[src/rtl/mdu_pkg.sv]
// Shared definitions for the multiply/divide unit: op codes, FSM states,
// the divide-by-zero quotient pattern and a two's-complement helper.
package mdu_pkg;

  // Widest value the shared helpers handle; covers a 2*WIDTH product.
  localparam int MAX_W = 128;

  typedef enum logic [1:0] {
    OP_MULTU = 2'b00,
    OP_MULT  = 2'b01,
    OP_DIVU  = 2'b10,
    OP_DIV   = 2'b11
  } op_e;

  typedef enum logic [1:0] {
    IDLE = 2'b00,
    CALC = 2'b01,
    FIX  = 2'b10
  } state_e;

  localparam logic [MAX_W-1:0] DIV0_QUOTIENT = '1;

  function automatic logic [MAX_W-1:0] neg(input logic [MAX_W-1:0] v);
    return ~v + 1'b1;
  endfunction

endpackage

[src/rtl/mult_div_unit.sv]
// Iterative multiply/divide unit feeding the HI/LO registers. One iteration per
// clock on magnitudes, followed by a single sign-correction/writeback edge.
module mult_div_unit
  import mdu_pkg::*;
#(
  parameter int WIDTH = 32
) (
  input  logic             clock,
  input  logic             reset_n,
  input  logic             cu_start,
  input  logic [1:0]       cu_op,
  input  logic             cu_writeHi,
  input  logic             cu_writeLo,
  input  logic [WIDTH-1:0] operandA,
  input  logic [WIDTH-1:0] operandB,
  input  logic [WIDTH-1:0] writeData,
  output logic             busy,
  output logic             done,
  output logic             divByZero,
  output logic [WIDTH-1:0] hi,
  output logic [WIDTH-1:0] lo
);

  localparam int CNT_W = $clog2(WIDTH);
  localparam logic [WIDTH-1:0] DIV0_Q = DIV0_QUOTIENT[WIDTH-1:0];

  function automatic logic [WIDTH-1:0] neg_w(input logic [WIDTH-1:0] v);
    return WIDTH'(neg(MAX_W'(v)));
  endfunction

  function automatic logic [2*WIDTH-1:0] neg_2w(input logic [2*WIDTH-1:0] v);
    return (2*WIDTH)'(neg(MAX_W'(v)));
  endfunction

  state_e               state_q, state_d;
  logic [CNT_W-1:0]     cnt_q, cnt_d;
  op_e                  op_q, op_d;
  logic                 sign_a_q, sign_a_d;
  logic                 sign_b_q, sign_b_d;
  logic                 div0_q, div0_d;
  logic [WIDTH-1:0]     opnd_q, opnd_d;
  logic [WIDTH-1:0]     araw_q, araw_d;
  logic [2*WIDTH-1:0]   acc_q, acc_d;
  logic [WIDTH-1:0]     hi_q, hi_d;
  logic [WIDTH-1:0]     lo_q, lo_d;
  logic                 done_q, done_d;
  logic                 dbz_q, dbz_d;

  // Operand conditioning at start: magnitudes plus recorded signs.
  logic                 st_signed, st_div, st_sa, st_sb;
  logic [WIDTH-1:0]     st_amag, st_bmag;

  assign st_signed = cu_op[0];
  assign st_div    = cu_op[1];
  assign st_sa     = st_signed & operandA[WIDTH-1];
  assign st_sb     = st_signed & operandB[WIDTH-1];
  assign st_amag   = st_sa ? neg_w(operandA) : operandA;
  assign st_bmag   = st_sb ? neg_w(operandB) : operandB;

  // Multiply step: conditional add into the upper half, then shift right.
  logic [WIDTH:0]       mul_sum;
  logic [2*WIDTH-1:0]   mul_next;

  assign mul_sum  = {1'b0, acc_q[2*WIDTH-1:WIDTH]} + {1'b0, opnd_q};
  assign mul_next = acc_q[0] ? {mul_sum, acc_q[WIDTH-1:1]}
                             : {1'b0, acc_q[2*WIDTH-1:1]};

  // Restoring divide step: remainder in the upper half, quotient shifts into the lower.
  logic [WIDTH:0]       div_shift;
  logic [WIDTH:0]       div_diff;
  logic                 div_ok;
  logic [2*WIDTH-1:0]   div_next;

  assign div_shift = {acc_q[2*WIDTH-1:WIDTH], acc_q[WIDTH-1]};
  assign div_diff  = div_shift - {1'b0, opnd_q};
  assign div_ok    = ~div_diff[WIDTH];
  assign div_next  = div_ok ? {div_diff[WIDTH-1:0], acc_q[WIDTH-2:0], 1'b1}
                            : {div_shift[WIDTH-1:0], acc_q[WIDTH-2:0], 1'b0};

  logic                 op_is_div, op_is_signed;
  logic [WIDTH-1:0]     quo_fix, rem_fix;
  logic [2*WIDTH-1:0]   prod_fix;

  assign op_is_div    = (op_q == OP_DIVU) || (op_q == OP_DIV);
  assign op_is_signed = (op_q == OP_MULT) || (op_q == OP_DIV);
  assign quo_fix  = (op_is_signed && (sign_a_q ^ sign_b_q)) ? neg_w(acc_q[WIDTH-1:0])
                                                           : acc_q[WIDTH-1:0];
  assign rem_fix  = (op_is_signed && sign_a_q) ? neg_w(acc_q[2*WIDTH-1:WIDTH])
                                               : acc_q[2*WIDTH-1:WIDTH];
  assign prod_fix = (op_is_signed && (sign_a_q ^ sign_b_q)) ? neg_2w(acc_q) : acc_q;

  always_comb begin
    state_d  = state_q;
    cnt_d    = cnt_q;
    op_d     = op_q;
    sign_a_d = sign_a_q;
    sign_b_d = sign_b_q;
    div0_d   = div0_q;
    opnd_d   = opnd_q;
    araw_d   = araw_q;
    acc_d    = acc_q;
    hi_d     = hi_q;
    lo_d     = lo_q;
    done_d   = 1'b0;
    dbz_d    = 1'b0;

    unique case (state_q)
      IDLE: begin
        if (cu_writeHi) hi_d = writeData;
        if (cu_writeLo) lo_d = writeData;
        if (cu_start) begin
          op_d     = op_e'(cu_op);
          sign_a_d = st_sa;
          sign_b_d = st_sb;
          div0_d   = st_div && (operandB == '0);
          araw_d   = operandA;
          opnd_d   = st_div ? st_bmag : st_amag;
          acc_d    = {{WIDTH{1'b0}}, (st_div ? st_amag : st_bmag)};
          cnt_d    = '0;
          state_d  = CALC;
        end
      end

      CALC: begin
        acc_d = op_is_div ? div_next : mul_next;
        cnt_d = cnt_q + 1'b1;
        if (cnt_q == CNT_W'(WIDTH-1)) state_d = FIX;
      end

      FIX: begin
        if (op_is_div) begin
          // A zero divisor still runs the full loop; its result is forced here.
          if (div0_q) begin
            lo_d = DIV0_Q;
            hi_d = araw_q;
          end else begin
            lo_d = quo_fix;
            hi_d = rem_fix;
          end
        end else begin
          lo_d = prod_fix[WIDTH-1:0];
          hi_d = prod_fix[2*WIDTH-1:WIDTH];
        end
        done_d  = 1'b1;
        dbz_d   = op_is_div && div0_q;
        state_d = IDLE;
      end

      default: state_d = IDLE;
    endcase
  end

  always_ff @(posedge clock or negedge reset_n) begin
    if (!reset_n) begin
      state_q  <= IDLE;
      cnt_q    <= '0;
      op_q     <= OP_MULTU;
      sign_a_q <= 1'b0;
      sign_b_q <= 1'b0;
      div0_q   <= 1'b0;
      opnd_q   <= '0;
      araw_q   <= '0;
      acc_q    <= '0;
      hi_q     <= '0;
      lo_q     <= '0;
      done_q   <= 1'b0;
      dbz_q    <= 1'b0;
    end else begin
      state_q  <= state_d;
      cnt_q    <= cnt_d;
      op_q     <= op_d;
      sign_a_q <= sign_a_d;
      sign_b_q <= sign_b_d;
      div0_q   <= div0_d;
      opnd_q   <= opnd_d;
      araw_q   <= araw_d;
      acc_q    <= acc_d;
      hi_q     <= hi_d;
      lo_q     <= lo_d;
      done_q   <= done_d;
      dbz_q    <= dbz_d;
    end
  end

  assign busy      = (state_q != IDLE);
  assign done      = done_q;
  assign divByZero = dbz_q;
  assign hi        = hi_q;
  assign lo        = lo_q;

endmodule

[config.mk]
export PLATFORM = sky130hd
export DESIGN_NAME = mult_div_unit
export DESIGN_NICKNAME = d
export VERILOG_FILES = /design/src/rtl/mdu_pkg.sv /design/src/rtl/mult_div_unit.sv
export SDC_FILE = /design/constraint.sdc
export NUM_CORES = 1
export LEC_CHECK = 0
export ABC_AREA = 1
export CORE_ASPECT_RATIO = 0.7
export CORE_MARGIN = 4
export CORE_UTILIZATION = 45
export DETAILED_ROUTE_END_ITERATION = 6
export GPL_TIMING_DRIVEN = 0
export PLACE_DENSITY_LB_ADDON = 0.08
export SLEW_MARGIN = 10
export SYNTH_ARGS = -nofsm -noshare
export SYNTH_HDL_FRONTEND = slang
export SYNTH_SLANG_ARGS = --single-unit
[constraint.sdc]
create_clock -name clock -period 2.36 [get_ports clock]
set_input_delay 0.472 -clock clock [delete_from_list [all_inputs] [get_ports clock]]
set_output_delay 0.472 -clock clock [all_outputs]
set_load 0.05 [all_outputs]
* Word-level counts from Yosys, hierarchy flattened *
Cells that the tools add are included.

word-level totals
  logic and storage cells = 82
  output and inout port bits = 67
  register bits = 206
  input bits = 103

operators by class
  mux-type cells = 27
  add/subtract/negate cells = 8
  bitwise gates (word level) = 8
  equality and inequality tests = 10
  reductions and logical operators = 16

operators by type and width
  cell                                           number
  two-way mux 32 bit                             12
  two-way mux 64 bit                             5
  adder 32 x 1 -> 32 bit, second input constant  4
  inverter 32 bit                                4
  one-hot mux 32 bit (2 select lines)            2
  one-hot mux 64 bit (2 select lines)            1
  adder 64 x 1 -> 64 bit, second input constant  1
  inverter 64 bit                                1
  adder 32 x 32 -> 33 bit                        1
  subtractor 33 x 32 -> 33 bit                   1
  zero test 32 bit                               1
  one-hot mux 5 bit (2 select lines)             1
  AND reduction 2 bit                            5
  inequality test 2 bit, second input constant   4
  == test 2 bit, second input constant           3
  nonzero test 2 bit                             3
  adder 5 x 1 -> 5 bit, second input constant    1
  == test 5 bit, second input constant           1
  two-way mux 5 bit                              1
  == test 2 x 1 -> 1 bit, second input constant  2
  logical AND 1 bit                              4
  two-way mux 2 bit                              2
  one-hot mux 2 bit (2 select lines)             1
  bitwise AND 1 bit                              2
  other kinds (4)                                6

* Depth between registers and ports, before layout *
  depth in word-level cells = 7
  gate-level depth with buffers = 20
  mapped depth without buffers = 19

* Worst setup path before layout *
OpenSTA, ideal clock, no wires.

  kind = register to register
  start = register acc_q[31]
  end = register acc_q[57]
  library setup time = 117 ps
  buffers on the path = 1
  data required time = 2243 ps
  path slack = 62 ps
  clock period less this slack = 2298 ps
  arrival time = 2181 ps
  cell stages (with the launch flop) = 21
  cells stage by stage = dfrtp_1 inv_1 ha_1 fa_1 inv_1 nand2_1 nand2_1 nand3_1 nand2_2 nand2_1 nand2_2 nand2_4 nand2_2 nand2_4 nand2_8 buf_12 nand2_1 nand2_1 nand2_1 nand3_1 nand2_1

between the ends
  longest elaborated chain between the ends = 4

ends and longest elaborated chain
  element                              RTL line              RTL
  start: declaration                   mult_div_unit.sv:43   logic [2*WIDTH-1:0] acc_q, acc_d;
  start signal: assignment             mult_div_unit.sv:163  acc_q <= '0;
  start signal: assignment             mult_div_unit.sv:177  acc_q <= acc_d;
  subtractor 33 x 32 -> 33 bit         mult_div_unit.sv:75   assign div_diff = div_shift - {1'b0, opnd_q};
  two-way mux 64 bit                   mult_div_unit.sv:77   assign div_next = div_ok ? {div_diff[WIDTH-1:0], acc_q[WIDTH-2:0], 1'b1}
  two-way mux 64 bit                   mult_div_unit.sv:125  acc_d = op_is_div ? div_next : mul_next;
  one-hot mux 64 bit (2 select lines)  mult_div_unit.sv:107  unique case (state_q)

Every way passes these cells.
A chain may end at the register's enable or synchronous reset.

* Worst setup path in the final report *
  start = register acc_q[31]
  end = register acc_q[59]

The elaborated chain is that of the path after synthesis.

==> impl_metrics.toml <==
[run_status]
status = "finished, violations left"
failed_checks = "DRC, setup timing"

[final_layout]
drive_gt1_frac = 0.173
utilization = 0.601
multi_input_area_sq_um = 14700
n_fill_cell = 4274
syn_to_final_growth_pct = 30.8
fin_area_sq_um = 26500
nets = 3913
register_area_sq_um = 5190

[drt]
drt_pass1_iterations = 7
wire_per_inst_um = 24.7
drt_iter0_markers = 3739
ant_nets = 0
vias = 26300
drt-total-wl_um = 107000
drc = 7
viasPerCell = 6.05

[critical_path]
cp.required_ps = 2800
cp-end-kind = "flop"
start_kind = "flop"
critPathMaxFanout = 6
cp.arrival_ps = 3070
setup.worst_path.class = "reg2reg"

[global_routing]
use_met3 = 0.191
grtUsageMet1 = 0.611
antenna_found_initial = 11
grt_first_pass_wirelength_um = 153000
grt_max_degree = 107
grt-ovfl-total = 0
grt.met2_usage = 0.575
busiest_layer = "met1"
track_usage = 0.427
grt_pass1_vias = 23900

[die]
coreArea_sq_um = 44000
start_util = 0.459
die_area_sq_um = 48500
die_w_um = 261
die_h_um = 185
ioPinCount = 170
rows = 64

[placement]
gp_congestion = 1.06
numPortBuffers = 169
dp_slack_ps = -1160
dp_hpwl_um = 85800
dpl_cell_area_sq_um = 22700

[run]
cap_viol_max_count = 0

[timing]
slew_headroom = 0.272
hold_viol = 0
setup_viol = 55
period_minus_slack_ps = 2630
rsz0062_at_grt = "yes"
fin_crit_sh = 1.11
tightest_slew_ps = 1090
drv_slew = 0
finalWorstSetupSlack_ps = -268
worst_clock_skew_ps = 25.9
timing.fmax_ghz = 0.380

[yosys]
ys_types = 59
postSynth.asyncResetShare = 1.00
syn_inst = 3431
syn_area_sq_um = 20200
yosysTopAreaCellShare = 0.255
yosysTopAreaCell = "dfrtp_1"
ys_ff_latch = 206
synth-seq-area-share = 0.255
synth_ff_type = "dfrtp_1"
synth_edf_count = 0
synthTopCellsByArea = "dfrtp_1, nand2_1, nand3_1, a21oi_1, inv_1"
yosys_warnings = 0
synth.avg_cell_area_sq_um = 5.90
syn-num-nets = 3606

[clock_network]
clkSinkCount = 206
insertion_delay_ps = 580
clk_transition_reported_paths_ps = 70
htree_levels = 1
root_buffer = "clkbuf_16"
clock_path_buffers = 3
cts_tree = "done"
numCtsBuffers = 23

[min_path]
hold_class = "in2async"
[per-stage QoR]
stage	TNS [ps]	std cells	hold slack, ps
5_1_grt	-10760	4345	286
4_1_cts	-7860	4295	270
3_3_place_gp	-1715500	4194	474
6_report	-8060	4347	269
3_5_place_dp	-99190	4196	252
2_1_floorplan	0	3431	176
[sequential cells by signal, summed over array words and instances (netlist names), 2 cells and up]
register / count
op_q: 2
acc_q: 64
cnt_q: 5
state_q: 2
opnd_q: 32
araw_q: 32
lo: 32
hi: 32
[final cells by class]
| type | instances | area share |
|---|---|---|
| antenna | 2 | 0.000189 |
| buffer | 138 | 0.0274 |
| clock buffer | 29 | 0.0234 |
| clock inverter | 9 | 0.00374 |
| inverter | 405 | 0.0589 |
| multi-input combinational | 2681 | 0.556 |
| sequential | 206 | 0.196 |
| tap | 594 | 0.0281 |
| timing repair buffer | 283 | 0.106 |
[routing by layer]
metal	vias to the layer above	wire, um	share of wire
li1	11800	-	-
met1	12500	44700	0.42
met2	1794	41300	0.38
met3	243	17800	0.17
met4	12	3680	0.034
met5	-	77	0.00072
[path summary, 6_finish.rpt]
| kind | startpoint | endpoint | slack, ps | depth (start not counted) |
|---|---|---|---|---|
| min in group clock | operandA[4] | araw_q[4]$_DFFE_PN0P_ | 270 | 3 |
| worst max-delay path | acc_q[31]$_DFFE_PN0P_ | acc_q[59]$_DFFE_PN0P_ | -270 | 20 |
| worst min register to register | araw_q[20]$_DFFE_PN0P_ | araw_q[20]$_DFFE_PN0P_ | 490 | 2 |
| max in group asynchronous | reset_n | hi[3]$_DFFE_PN0P_ | 770 | 4 |
| worst max register to register | acc_q[31]$_DFFE_PN0P_ | acc_q[59]$_DFFE_PN0P_ | -270 | 20 |
| worst min-delay path | reset_n | opnd_q[28]$_DFFE_PN0P_ | 270 | 2 |
[cells by family (layout without fill, tap and decap cells)]
logic type | count (synthesis) | count (layout) | synth area share
AO/OA/AOI/OAI | 637 | 637 | 0.173
XOR/XNOR | 64 | 64 | 0.0277
adder cells (fa/ha/maj) | 72 | 72 | 0.0453
buffers and inverters | 545 | 864 | 0.105
flip-flops | 206 | 206 | 0.255
other | 0 | 2 | 0
AND/OR/NAND/NOR | 1907 | 1908 | 0.394
[layout by cell type (no fill, tap or decap), types with 29 or more instances in the layout]
cell type / netlist / routed
nand2_1: 1090 / 994
inv_1: 388 / 356
nor2_1: 370 / 314
a21oi_1: 295 / 277
nand3_1: 311 / 247
o21ai_0: 198 / 180
dfrtp_1: 206 / 178
clkdlybuf4s50_1: 0 / 142
buf_4: 2 / 99
nand2_2: 16 / 77
clkbuf_1: 97 / 71
nand3_2: 3 / 53
xor2_1: 49 / 49
nor2_2: 8 / 41
nand4_1: 40 / 40
inv_2: 14 / 38
ha_1: 70 / 37
nand2_4: 2 / 33
o211ai_1: 33 / 33
o21ai_1: 32 / 29
[worst max-delay path, cell delays in order, from the launching register on]
cell	delay, ps
dfrtp_1	400
inv_2	70
ha_4	170
fa_2	380
inv_2	80
nand2_2	60
nand2_2	70
nand3_2	70
nand2_2	100
nand2_2	70
nand2_4	100
nand2_4	80
nand2_4	90
nand2_8	70
nand2_8	160
buf_12	180
nand2_4	60
nand2_2	50
nand2_1	50
nand3_1	80
nand2_1	60
[cell usage after synthesis (3+ instances only)]
| master | number |
|---|---|
| o21bai_1 | 3 |
| nor4_1 | 4 |
| nor2_4 | 3 |
| o211ai_1 | 33 |
| xor2_1 | 49 |
| o21ai_2 | 11 |
| nand2_2 | 16 |
| o21ai_1 | 32 |
| a21o_1 | 9 |
| buf_1 | 13 |
| a31oi_1 | 5 |
| a21boi_0 | 6 |
| a21boi_1 | 5 |
| xnor2_1 | 15 |
| nand3_1 | 311 |
| inv_2 | 14 |
| o21ai_0 | 198 |
| o221ai_1 | 12 |
| inv_1 | 388 |
| buf_2 | 24 |
| o31ai_1 | 5 |
| dfrtp_1 | 206 |
| nor3_1 | 15 |
| nand3_2 | 3 |
| nand4_1 | 40 |
| clkbuf_1 | 97 |
| or2_2 | 16 |
| and2_1 | 4 |
| nor2_1 | 370 |
| nand3b_1 | 16 |
| a22oi_1 | 13 |
| nand2_1 | 1090 |
| ha_1 | 70 |
| a21oi_1 | 295 |
| nor2_2 | 8 |
[what timing repair did]
item                                    4_1_cts  5_1_grt
hold endpoints to repair                      7        0
hold buffers                                  1        0
endpoints found under the setup margin      129      113
pin swaps                                    43       97
resized for setup                           239      370
buffers inserted                             57       52
gates cloned                                  5        0
Power is not shown: default switching activity piles up to over one toggle a cycle in this logic, so the estimate is an artifact.
==> patch, RTL diff (same flow settings) <==
Take the reset off `hi_q` and `lo_q` and load them in a clocked block of their own.
--- a/src/rtl/mult_div_unit.sv
+++ b/src/rtl/mult_div_unit.sv
@@ -161,8 +161,6 @@
       opnd_q   <= '0;
       araw_q   <= '0;
       acc_q    <= '0;
-      hi_q     <= '0;
-      lo_q     <= '0;
       done_q   <= 1'b0;
       dbz_q    <= 1'b0;
     end else begin
@@ -175,11 +173,14 @@
       opnd_q   <= opnd_d;
       araw_q   <= araw_d;
       acc_q    <= acc_d;
-      hi_q     <= hi_d;
-      lo_q     <= lo_d;
       done_q   <= done_d;
       dbz_q    <= dbz_d;
     end
+  end
+
+  always_ff @(posedge clock) begin
+    hi_q <= hi_d;
+    lo_q <= lo_d;
   end
 
   assign busy      = (state_q != IDLE);
Behaviour: not the same (a bounded check fails within 4 cycles, from zero or initial values and one cycle with reset_n low).
==> patch against the original RTL <==
The run still ends with design-rule violations, negative setup slack left. Cell area down 0.20%. Critical path depth is 7 lower. Worst setup slack improved by 0.059 ns. Routed wire length shrank 0.85%. Synthesized area down 1.3%. Sequential cell count is the same. Core utilization grew 0.21 points. Critical endpoint is now acc_q[58]. Largest cell class unchanged. Highest routed layer unchanged.
==> patch: results (changes against the original RTL) <==
| Metric | Value |
|---|---|
| Final wirelength | 107000 microns (about the same) |
| Setup violators final | 57 (was 55) |
| Syn avg cell area | 6.00 sq um (was 5.90 sq um) |
| GR Util All Layers | 0.421 (was 0.427) |
| Syn_nets | 3502 (was 3606) |
| PnR worst setup slack | -0.209 ns (was -0.268 ns) |
| Unique cell type count in the Yosys netlist | 56 (was 59) |
| Status | complete, but fails checks (unchanged) |
| Violated checks | design-rule violations, negative setup slack (unchanged) |
| Number of global-route vias before repair | 22687 (was 23938) |
| Largest net degree at the start of global routing | 104 (was 107) |
| R2R Path Start | acc_q[62] (was acc_q[31]) |
| Drt drc | 7 (unchanged) |
| Worst Tran Pin Value | 1.07 ns (was 1.09 ns) |
| Initial antenna violation count | 5 (was 11) |
| CP max stage delay | 0.56 ns (was 0.40 ns) |
| Share of cells above drive strength 1 | 0.194 (was 0.173) |
| Slowest stage cell on the critical path | dfrtp_4 (was dfrtp_1) |
| DP HPWL | 84600 microns (was 85800 microns) |
| Iteration-0 DRC Markers | 3960 (was 3739) |
| Hold_ws | 0.373 ns (was 0.269 ns) |
| Via count | 25658 (was 26297) |
| Clock Skew | 0.0268 ns (was 0.0259 ns) |
| Crit-path max FO | 5 (was 6) |
| R2R depth | 13 (was 20) |
| Nets@finish | 3804 (was 3913) |
| VDD IR max | 0.000911 V |
| GP Congestion | 1.11 (was 1.06) |
| Asr flop ratio synth | 0.689 (was 1.00) |
| First-pass GRT wire length | 149000 microns (was 153000 microns) |
| Cell Area, Placed | 0.0225 sq mm (was 0.0227 sq mm) |
| Count of filler cells inserted in the layout | 4270 (was 4274) |
| R2R Path End | acc_q[58] (was acc_q[59]) |
| Cell Count Post-Placement | 4093 (was 4196) |
| EDFF count, synth | 64 (was 0) |
| CP Data Arrival Time | 3.01 ns (was 3.07 ns) |
| Synth top area cells | nand2_1 22%, dfrtp_1 18%, edfxtp_1 9.6% (was dfrtp_1 25%, nand2_1 20%, nand3_1 7.7%) |
| Top cells by count, synth | 1151 x nand2_1, 385 x inv_1, 317 x nand3_1 (was 1090 x nand2_1, 388 x inv_1, 370 x nor2_1) |
| Pre-CTS setup slack | -0.970 ns (was -1.16 ns) |
| TritonCTS buffer count | 24 (was 23) |
| DR WL/cell | 25.1 microns (was 24.7 microns) |
| Sequential area share after synthesis | 0.274 (was 0.255) |
## patch: cell count changes in the layout (fill, tap and decap cells not counted), moves of 14 or more
cell,before,now
clkdlybuf4s50_1,142,166
nor2_1,314,231
a21oi_1,277,168
nand2_1,994,1061
clkbuf_1,71,50
edfxtp_1,0,64
dlymetal6s2s_1,23,1
nor2_2,41,55
dfrtp_1,178,75
dfrtp_2,28,64
## patch: through the flow
stage / utilization / setup TNS (ns)
CTS: 0.567 / -2.13
floorplan: - / 0
global placement: 0.512 / -906.48
finish: 0.603 / -6.81
global route: 0.603 / -9.57
detailed placement: 0.514 / -90.61
## patch: repair_timing
action | 4_1_cts | 5_1_grt
pin swaps | 33 | 65
gates cloned | 2 | 2
hold buffers | 1 | 0
hold endpoints to repair | 39 | 0
resized for setup | 320 | 397
endpoints found under the setup margin | 139 | 126
buffers inserted | 64 | 37
## patch: how the worst max path moves through the flow
stage	cells past startpoint	startpoint	to	slack (ns)
floorplan	17	acc_q[0]	hi[6]	0.003
global placement	1	reset_n	opnd_q[28]	-5.30
detailed placement	14	acc_q[60]	acc_q[59]	-0.97
CTS	12	opnd_q[10]	acc_q[59]	-0.12
global route	17	acc_q[0]	hi[30]	-0.25
finish	13	acc_q[62]	acc_q[58]	-0.21
## patch: area by class of cell
| cell class | count | area (sq um) | area share |
|---|---|---|---|
| antenna | 4 | 10.0 | 0.000379 |
| timing repair buffer | 276 | 2630 | 0.0996 |
| multi-input combinational | 2592 | 14300 | 0.543 |
| inverter | 398 | 1530 | 0.0581 |
| tap | 594 | 743 | 0.0281 |
| buffer | 131 | 761 | 0.0288 |
| sequential | 206 | 5570 | 0.211 |
| clock inverter | 13 | 170 | 0.00644 |
| clock buffer | 30 | 664 | 0.0252 |
## patch: critical path, delay by kind of cell, from the launching register on
family / cells / cell delay, ns
AND/OR/NAND/NOR: 9 / 1.00
flip-flops: 1 / 0.56
AO/OA/AOI/OAI: 2 / 0.45
adder cells (fa/ha/maj): 1 / 0.27
buffers and inverters: 1 / 0.15
## patch: cells by family after synthesis
logic type / count (synthesis) / share of synthesized area
simple gates: 1914 / 0.398
compound gates: 542 / 0.151
buf+inv: 531 / 0.103
flops: 206 / 0.274
fa+ha+maj: 72 / 0.0459
xor+xnor: 62 / 0.0272
## patch: power by group
| part | internal, mW | total (mW) | switching, mW |
|---|---|---|---|
| Sequential | 5.29 | 7.78 | 2.49 |
| Clock | 2.35 | 4.08 | 1.73 |
| Combinational | 12.4 | 36.7 | 24.3 |
| Total | 20.0 | 48.5 | 28.5 |
## patch: metal layers
layer / track usage / routed length (microns) / vias up
met1: 0.610 / 43300 / 11976
met2: 0.546 / 40100 / 1938
li1: - / - / 11459
met3: 0.196 / 18700 / 281
met5: 0 / 166 / -
met4: 0.131 / 4310 / 4
